## config.mk

```make
export PLATFORM = sky130hd
export DESIGN_NAME = max7219_msg_sched
export DESIGN_NICKNAME = d
export VERILOG_FILES = /design/src/rtl/max7219_pkg.sv /design/src/rtl/max7219_dwell_timer.sv /design/src/rtl/max7219_msg_sched.sv
export SDC_FILE = /design/constraint.sdc
export NUM_CORES = 1
export LEC_CHECK = 0
export BUFFER_PORTS_ARGS = -buffer_cell sky130_fd_sc_hd__buf_2
export CELL_PAD_IN_SITES_DETAIL_PLACEMENT = 1
export CELL_PAD_IN_SITES_GLOBAL_PLACEMENT = 1
export CORE_MARGIN = 3
export CORE_UTILIZATION = 30
export CTS_BUF_LIST = sky130_fd_sc_hd__clkbuf_4
export CTS_CLUSTER_DIAMETER = 50
export DETAILED_ROUTE_END_ITERATION = 10
export GPL_TIMING_DRIVEN = 0
export PLACE_DENSITY_LB_ADDON = 0.15
export SKIP_CTS_REPAIR_TIMING = 1
export SYNTH_ARGS = -nofsm -noshare
export SYNTH_HDL_FRONTEND = slang
export SYNTH_SLANG_ARGS = --single-unit
```

## constraint.sdc

```tcl
create_clock -name CLOCK -period 3.3 [get_ports CLOCK]
set_input_delay 0.66 -clock CLOCK [delete_from_list [all_inputs] [get_ports CLOCK]]
set_output_delay 0.66 -clock CLOCK [all_outputs]
set_load 0.05 [all_outputs]
```

## src/rtl/max7219_pkg.sv

```systemverilog
// Shared definitions for the MAX7219 message scheduler: character codes,
// FSM state encoding and datapath widths.
package max7219_pkg;

    localparam int unsigned DATA_W = 6;
    localparam int unsigned TMR_W  = 26;

    // Character codes understood by max7219_basemod
    localparam logic [DATA_W-1:0] data_0 = 6'd0,  data_1 = 6'd1,  data_2 = 6'd2,  data_3 = 6'd3;
    localparam logic [DATA_W-1:0] data_4 = 6'd4,  data_5 = 6'd5,  data_6 = 6'd6,  data_7 = 6'd7;
    localparam logic [DATA_W-1:0] data_8 = 6'd8,  data_9 = 6'd9;
    localparam logic [DATA_W-1:0] data_A = 6'd10, data_B = 6'd11, data_C = 6'd12, data_D = 6'd13;
    localparam logic [DATA_W-1:0] data_E = 6'd14, data_F = 6'd15, data_G = 6'd16, data_H = 6'd17;
    localparam logic [DATA_W-1:0] data_I = 6'd18, data_J = 6'd19, data_K = 6'd20, data_L = 6'd21;
    localparam logic [DATA_W-1:0] data_M = 6'd22, data_N = 6'd23, data_O = 6'd24, data_P = 6'd25;
    localparam logic [DATA_W-1:0] data_Q = 6'd26, data_R = 6'd27, data_S = 6'd28, data_T = 6'd29;
    localparam logic [DATA_W-1:0] data_U = 6'd30, data_V = 6'd31, data_W = 6'd32, data_X = 6'd33;
    localparam logic [DATA_W-1:0] data_Y = 6'd34, data_Z = 6'd35;
    localparam logic [DATA_W-1:0] data_zhong = 6'd36, data_guo = 6'd37;

    typedef enum logic [2:0] {
        ST_IDLE    = 3'd0,
        ST_FETCH   = 3'd1,
        ST_CALL    = 3'd2,
        ST_DWELL   = 3'd3,
        ST_A_CALL  = 3'd4,
        ST_A_DWELL = 3'd5
    } state_t;

endpackage

```

## src/rtl/max7219_dwell_timer.sv

```systemverilog
// Down-counter shared by the dwell and iDone-timeout measurements.
// Loading N-1 makes o_expire_c rise in the N-th cycle after the load edge.
module max7219_dwell_timer
    import max7219_pkg::*;
(
    input  logic             i_clk,
    input  logic             i_rst,
    input  logic             i_load,
    input  logic [TMR_W-1:0] i_value,
    output logic             o_expire_c
);

    logic [TMR_W-1:0] r_count;

    always_ff @(posedge i_clk or posedge i_rst) begin
        if (i_rst) begin
            r_count <= '0;
        end else if (i_load) begin
            r_count <= i_value;
        end else if (r_count != '0) begin
            r_count <= r_count - TMR_W'(1);
        end
    end

    assign o_expire_c = (r_count == '0);

endmodule

```

## src/rtl/max7219_msg_sched.sv

```systemverilog
// Done-gated message player for max7219_basemod with dwell timing,
// iDone timeout and a priority single-character alert path.
module max7219_msg_sched
    import max7219_pkg::*;
#(
    parameter int unsigned MAX_LEN      = 16,
    parameter int unsigned DWELL_CYCLES = 50_000_000,
    parameter int unsigned DONE_TIMEOUT = 1_000_000,
    localparam int unsigned IDX_W       = $clog2(MAX_LEN)
) (
    input  logic              CLOCK,
    input  logic              RST,
    input  logic              iWrEn,
    input  logic [IDX_W-1:0]  iWrAddr,
    input  logic [DATA_W-1:0] iWrData,
    input  logic              iStart,
    input  logic [IDX_W-1:0]  iLen,
    input  logic              iLoop,
    input  logic              iStop,
    input  logic              iAlertReq,
    input  logic [DATA_W-1:0] iAlertData,
    output logic              oAlertAck,
    output logic              oCall,
    output logic [DATA_W-1:0] oData,
    input  logic              iDone,
    output logic              oBusy,
    output logic [IDX_W-1:0]  oIndex,
    output logic              oMsgDone,
    output logic              oErr
);

    logic [DATA_W-1:0] r_buf [MAX_LEN];
    state_t            r_state;
    logic [IDX_W-1:0]  r_len;
    logic              r_loop;
    logic              r_stop;
    logic              r_playing;

    logic              w_tmr_load;
    logic [TMR_W-1:0]  w_tmr_value;
    logic              w_tmr_expire;
    logic              w_in_call;
    logic              w_adv_end;
    logic [IDX_W-1:0]  w_adv_idx;

    // Message buffer is deliberately left out of reset
    always_ff @(posedge CLOCK) begin
        if (iWrEn) begin
            r_buf[iWrAddr] <= iWrData;
        end
    end

    // Timer reload: timeout on every way into a call, dwell when a call ends
    always_comb begin
        w_in_call   = (r_state == ST_CALL) || (r_state == ST_A_CALL);
        w_tmr_load  = 1'b0;
        w_tmr_value = TMR_W'(DONE_TIMEOUT - 1);
        if (w_in_call) begin
            w_tmr_load  = iDone || w_tmr_expire;
            w_tmr_value = TMR_W'(DWELL_CYCLES - 1);
        end else if ((r_state == ST_IDLE) || (r_state == ST_FETCH)) begin
            w_tmr_load  = 1'b1;
        end else begin
            w_tmr_load  = w_tmr_expire;
        end
    end

    // Character-boundary decision shared by the normal and post-alert exits
    always_comb begin
        w_adv_end = r_stop || iStop || ((oIndex == r_len) && !r_loop);
        w_adv_idx = (oIndex == r_len) ? '0 : IDX_W'(oIndex + 1'b1);
    end

    max7219_dwell_timer u_timer (
        .i_clk      (CLOCK),
        .i_rst      (RST),
        .i_load     (w_tmr_load),
        .i_value    (w_tmr_value),
        .o_expire_c (w_tmr_expire)
    );

    always_ff @(posedge CLOCK or posedge RST) begin
        if (RST) begin
            r_state   <= ST_IDLE;
            r_len     <= '0;
            r_loop    <= 1'b0;
            r_stop    <= 1'b0;
            r_playing <= 1'b0;
            oCall     <= 1'b0;
            oData     <= '0;
            oBusy     <= 1'b0;
            oIndex    <= '0;
            oMsgDone  <= 1'b0;
            oErr      <= 1'b0;
            oAlertAck <= 1'b0;
        end else begin
            oMsgDone  <= 1'b0;
            oErr      <= 1'b0;
            oAlertAck <= 1'b0;
            if (iStop && (r_state != ST_IDLE)) begin
                r_stop <= 1'b1;
            end

            case (r_state)
                ST_IDLE: begin
                    if (iAlertReq) begin
                        r_playing <= 1'b0;
                        oData     <= iAlertData;
                        oCall     <= 1'b1;
                        oBusy     <= 1'b1;
                        r_state   <= ST_A_CALL;
                    end else if (iStart) begin
                        r_len   <= iLen;
                        r_loop  <= iLoop;
                        oIndex  <= '0;
                        oBusy   <= 1'b1;
                        r_state <= ST_FETCH;
                    end
                end

                ST_FETCH: begin
                    oData   <= r_buf[oIndex];
                    oCall   <= 1'b1;
                    r_state <= ST_CALL;
                end

                // A timed-out call still counts as shown and goes on to dwell
                ST_CALL, ST_A_CALL: begin
                    if (iDone || w_tmr_expire) begin
                        oCall   <= 1'b0;
                        oErr    <= !iDone;
                        r_state <= (r_state == ST_CALL) ? ST_DWELL : ST_A_DWELL;
                    end
                end

                ST_DWELL: begin
                    if (w_tmr_expire) begin
                        if (iAlertReq) begin
                            r_playing <= 1'b1;
                            oData     <= iAlertData;
                            oCall     <= 1'b1;
                            r_state   <= ST_A_CALL;
                        end else if (w_adv_end) begin
                            oMsgDone <= 1'b1;
                            oBusy    <= 1'b0;
                            r_stop   <= 1'b0;
                            r_state  <= ST_IDLE;
                        end else begin
                            oIndex  <= w_adv_idx;
                            r_state <= ST_FETCH;
                        end
                    end
                end

                ST_A_DWELL: begin
                    if (w_tmr_expire) begin
                        oAlertAck <= 1'b1;
                        if (!r_playing || w_adv_end) begin
                            oMsgDone <= r_playing;
                            oBusy    <= 1'b0;
                            r_stop   <= 1'b0;
                            r_state  <= ST_IDLE;
                        end else begin
                            oIndex  <= w_adv_idx;
                            r_state <= ST_FETCH;
                        end
                    end
                end

                default: begin
                    oCall   <= 1'b0;
                    oBusy   <= 1'b0;
                    r_state <= ST_IDLE;
                end
            endcase
        end
    end

endmodule

```

Word-level counts from Yosys, hierarchy flattened
Memories as Yosys holds them, arrays and structs flattened.
Index checks and enable logic that the tools add are counted.
{ "word_totals": {"regBits": 51, "mem_bits_rw": 96, "in_bits": 28, "output_inout_bits": 15, "wordCells": 128, "mem_count": 1} }
{ "mem_list": {"columns": ["memory", "words", "width", "read_ports", "rd_ports_with_merged_regs", "write_ports", "line_no", "text"], "rows": [
  ["r_buf", 16, 6, 1, 0, 1, "max7219_msg_sched.sv:32", "logic [DATA_W-1:0] r_buf [MAX_LEN];"]
]} }
{ "classes": {"n_addsub": 2, "n_eq_ne": 19, "muxes": 62, "bitwise": 3, "n_reduce_logical": 28} }
{ "ops": {"columns": ["op", "count"], "rows": [
  ["$mux W26", 3],
  ["$mux W1", 34],
  ["$mux W4", 8],
  ["$logic_not A26 Y1", 1],
  ["$reduce_bool A26 Y1", 1],
  ["$sub A26 B1 Y26 const B", 1],
  ["$ne A2 B2 Y1 const B", 12],
  ["$mux W3", 7],
  ["$pmux W6 S3", 1],
  ["$pmux W3 S5", 1],
  ["$mux W6", 2],
  ["$pmux W4 S3", 1],
  ["$reduce_bool A3 Y1", 3],
  ["$reduce_and A4 Y1", 2],
  ["$reduce_and A8 Y1", 1],
  ["$reduce_and A7 Y1", 1],
  ["$eq A3 B2 Y1 const B", 2],
  ["$eq A3 B3 Y1 const B", 2],
  ["$logic_or A1 B1 Y1", 6],
  ["$pmux W1 S2", 3],
  ["$reduce_and A3 Y1", 2],
  ["$pmux W1 S5", 1],
  ["$add A4 B1 Y4 const B", 1],
  ["$eq A4 B4 Y1", 1],
  ["other kinds (11)", 17]
]} }

Depth between registers and ports, before layout
{ "logic_depth": {"word_depth": 7, "mapped_depth": 10, "mapped_depth_nobuf": 8} }

Cells and area by module
Synthesis repeated with hierarchy kept, for this count alone.
{ "unflattened": {"hier_cells": 516, "hier_area_um2": 6902.9} }
{ "modules_own_cells": {"columns": ["mod", "n_inst", "cells_each", "area_each_um2", "seq_area_each_um2"], "rows": [
  ["max7219_msg_sched", 1, 338, 5262.5, 3508.4],
  ["max7219_dwell_timer", 1, 178, 1640.3, 650.6]
]} }

Worst setup path before layout
No wires, ideal clock.
{ "synth_timing": {"kind": "register to register", "from": "register oIndex[1]", "to": "register oData[0]", "setup_time_ps": 125, "t_arrival_ps": 2324, "required_ps": 3175, "slack_ps": 851, "path_stages_with_launch": 9, "n_path_buf": 2, "period_less_slack_ps": 2449, "cell_sequence": "dfrtp_1 clkbuf_1 buf_2 inv_1 a2111oi_0 a31oi_1 a31oi_1 a21oi_1 mux2_2"} }
{ "synth_via": {"elab_chain_len": 2} }
{ "synth_lines": {"columns": ["element", "line_no", "text"], "rows": [
  ["start, declared", "max7219_msg_sched.sv:27", "output logic [IDX_W-1:0] oIndex,"],
  ["start signal, assigned", "max7219_msg_sched.sv:149", "oIndex <= w_adv_idx;"],
  ["start signal, assigned", "max7219_msg_sched.sv:164", "oIndex <= w_adv_idx;"],
  ["$mem_v2 Z16 W6", null, null],
  ["$pmux W6 S3", "max7219_msg_sched.sv:104", "case (r_state)"],
  ["end signal, assigned", "max7219_msg_sched.sv:108", "oData <= iAlertData;"],
  ["end signal, assigned", "max7219_msg_sched.sv:122", "oData <= r_buf[oIndex];"],
  ["end signal, assigned", "max7219_msg_sched.sv:140", "oData <= iAlertData;"],
  ["end, declared", "max7219_msg_sched.sv:24", "output logic [DATA_W-1:0] oData,"]
]} }
Every way passes these cells.
A chain may end at the register's enable or synchronous reset.

Worst setup path in the final report
{ "layout_timing": {"from": "register oIndex[2]", "to": "register oData[3]"} }
The elaborated chain is that of the path after synthesis.

==> flow_summary.json <==
{
  "endpoint_kind": "flip-flop",
  "finalNetCount": 548,
  "relSlewSlack_pct": 22.9,
  "dieWidth_um": 152,
  "final_area_mm2": 0.00723,
  "power.leakage_nw": 2.45,
  "rows": 52,
  "syn2layout_area_growth_pct": 13.0,
  "max_freq_mhz": 334,
  "cts_root_buffer": "clkbuf_4",
  "track_usage_pct": 14.0,
  "power.density_mw_per_mm2": 691,
  "gp_congestion": 0.778,
  "ys_seq_elements": 147,
  "drc": 0,
  "cp.required_ns": 3.76,
  "num_vias": 3968,
  "maxSlewViolCount": 0,
  "overflow": 0,
  "antenna_found_initial": 1,
  "crit_type": "flip-flop to flip-flop",
  "hpwl_mm": 11.3,
  "dieArea_mm2": 0.0231,
  "hold_viol": 0,
  "async_flop_share_pct": 34.7,
  "fin_util_pct": 35.1,
  "cts_num_sinks": 147,
  "grt_pass1_vias": 4369,
  "vias_per_cell": 4.95,
  "grt_max_degree": 35,
  "tns_ns": 0,
  "layout_setup_ws_ns": 0.304,
  "synth_edf_count": 96,
  "period_needed_ns": 3.00,
  "hp-class": "primary input to async pin",
  "status": "completed",
  "cts.path.max_buffers": 2,
  "dpl_cell_area_mm2": 0.00697,
  "cts_buffers": 17,
  "final_common_cell": "edfxtp_1",
  "crit_buf_inv": 2,
  "synth_warnings": 0,
  "cp_slowest_stage_delay_ns": 0.64,
  "path_max_fanout": 10,
  "synth_cells": 456,
  "ios": 43,
  "ant_nets": 0,
  "start_util_pct": 31.0,
  "synth_ff_type": "edfxtp_1",
  "startpoint_type": "flip-flop",
  "max-cap-violations": 0,
  "max-vdd-ir-drop_mv": 0.221,
  "finalPower_mw": 5.00,
  "die_h_um": 152,
  "skew_ns": 0.0206,
  "fp.coreArea_mm2": 0.0206,
  "setup_violations": 0,
  "cp_common_cell": "clkbuf_1",
  "wl_per_cell_um": 19.6,
  "ys_types": 61,
  "drive_above_1_share_pct": 23.7,
  "cpMaxStageDelayCell": "clkbuf_1",
  "wirelength_mm": 15.7,
  "postSynthAreaPerCell_um2": 14.0,
  "clk_pin_slew_ns": 0.15,
  "grt_pass1_wl_mm": 25.0,
  "finalCritPeriodShare_pct": 90.8,
  "mostFrequentLayoutCells": "edfxtp_1 (96), nor2_1 (52), dfrtp_1 (51)",
  "insertion_delay_ns": 0.55,
  "cts_tree": "yes",
  "tightest_slew_ns": 1.15,
  "synth.cell_area_mm2": 0.00640,
  "critical-path-top-delay-family": "buffers and inverters",
  "portBuffers": 42,
  "htree_levels": 4,
  "drt_iter0_drc": 206,
  "cp.arrival_ns": 3.45,
  "cp_cell_sequence": "clkbuf_1 -> clkbuf_1 -> mux4_2 -> mux2i_1 -> o21ai_0 -> o22a_2",
  "synth_seq_area_share_pct": 65.0,
  "rsz0062_at_grt": "no",
  "drt-pass1-iter-count": 4,
  "dp_slack_ns": 0.284,
  "synth_fp_nets": 486,
  "nFillCells": 2186
}
## area by class of cell
| class | instances | area (µm²) | share of cell area (%) |
|---|---|---|---|
| antenna | 1 | 2.50 | 0.0346 |
| buffer | 19 | 96.3 | 1.33 |
| inverter | 9 | 33.8 | 0.467 |
| multi-input combinational | 281 | 2110 | 29.2 |
| timing repair buffer | 43 | 230 | 3.18 |
| tap | 270 | 338 | 4.67 |
| sequential | 147 | 4160 | 57.5 |
| clock inverter | 13 | 116 | 1.61 |
| clock buffer | 19 | 143 | 1.97 |
## layer usage
layer  global-route usage (%)  wire length (µm)  up-vias
met4                     4.15               248        0
li1                         -                 -     1857
met5                        0                 0        -
met1                     18.1              7180     2023
met2                     23.2              7740       72
met3                     3.53               552       16
## cells in the mapped netlist, types with 2 or more instances
library cell | instances | area share, %
or2_2 | 2 | 0.20
nor4_1 | 6 | 0.59
o21a_1 | 2 | 0.23
inv_1 | 9 | 0.53
nand2b_1 | 8 | 0.78
nor3_1 | 16 | 1.3
buf_1 | 3 | 0.18
nand3b_1 | 3 | 0.35
a2111oi_0 | 2 | 0.27
or4_4 | 3 | 0.53
nand4_1 | 4 | 0.39
mux4_2 | 22 | 7.7
clkbuf_1 | 9 | 0.53
ha_1 | 2 | 0.39
a31oi_1 | 9 | 0.88
nor2_1 | 52 | 3.0
nand3_1 | 9 | 0.70
o31ai_1 | 3 | 0.35
nand2_1 | 21 | 1.2
a21oi_1 | 24 | 1.9
xnor2_1 | 21 | 2.9
or3_1 | 3 | 0.29
mux2i_1 | 10 | 1.6
o21ai_0 | 12 | 0.94
edfxtp_1 | 96 | 45
nor2b_1 | 5 | 0.49
xor2_1 | 5 | 0.68
dfrtp_1 | 51 | 20
buf_2 | 5 | 0.39
a21o_1 | 2 | 0.23
mux2_2 | 6 | 1.1
or4_1 | 2 | 0.23
## worst paths after layout
| check | startpoint | end | slack, ns | depth (start not counted) |
|---|---|---|---|---|
| worst max-delay path | oIndex[2]$_DFFE_PP0P_ | oData[3]$_DFFE_PP0P_ | 0.30 | 6 |
| worst min-delay path | RST | u_timer.r_count[8]$_DFFE_PP0P_ | 0.08 | 2 |
| max in group asynchronous | RST | u_timer.r_count[21]$_DFFE_PP0P_ | 2.67 | 3 |
| worst max register to register | oIndex[2]$_DFFE_PP0P_ | oData[3]$_DFFE_PP0P_ | 0.30 | 6 |
| worst min register to register | u_timer.r_count[0]$_DFFE_PP0P_ | u_timer.r_count[0]$_DFFE_PP0P_ | 0.46 | 1 |
| min in group CLOCK | iLoop | r_loop$_DFFE_PP0P_ | 0.34 | 2 |
## kinds of logic (layout without fill, tap and decap cells)
logic type	Yosys count	after routing	synth area share, %
AO/OA/AOI/OAI	70	70	7.06
XOR/XNOR	26	26	3.56
multiplexers	38	38	10.4
other	0	1	0
buffers and inverters	28	103	2.03
flip-flops	147	147	65.0
adder cells (fa/ha/maj)	2	2	0.391
AND/OR/NAND/NOR	145	145	11.6
## state kept, by name, indices dropped and copies added (netlist names)
register         flops
oData                6
oErr                 1
r_stop               1
r_buf               96
r_state              3
r_loop               1
oMsgDone             1
r_len                4
oCall                1
oIndex               4
u_timer.r_count     26
oAlertAck            1
oBusy                1
r_playing            1
## through the flow
stage	hold WS, ns	std cells
after floorplan	0.421	456
after global placement	0.442	768
after detailed placement	0.448	769
after CTS	0.0344	801
after global routing	0.0324	802
final	0.0810	802
## worst reg2reg max path, stage by stage (launching register included)
cell and delay [ns]:
dfrtp_1 0.56, clkbuf_1 0.58, clkbuf_1 0.64, mux4_2 0.43, mux2i_1 0.29, o21ai_0 0.20
o22a_2 0.22
## power breakdown
group	leakage, nW	internal (mW)	switching, mW	total [mW]
Combinational	0.859	0.577	0.960	1.54
Clock	0.133	0.340	0.733	1.07
Sequential	1.46	2.19	0.197	2.39
Total	2.45	3.11	1.89	5.00
(Power assumes the default switching activity.)
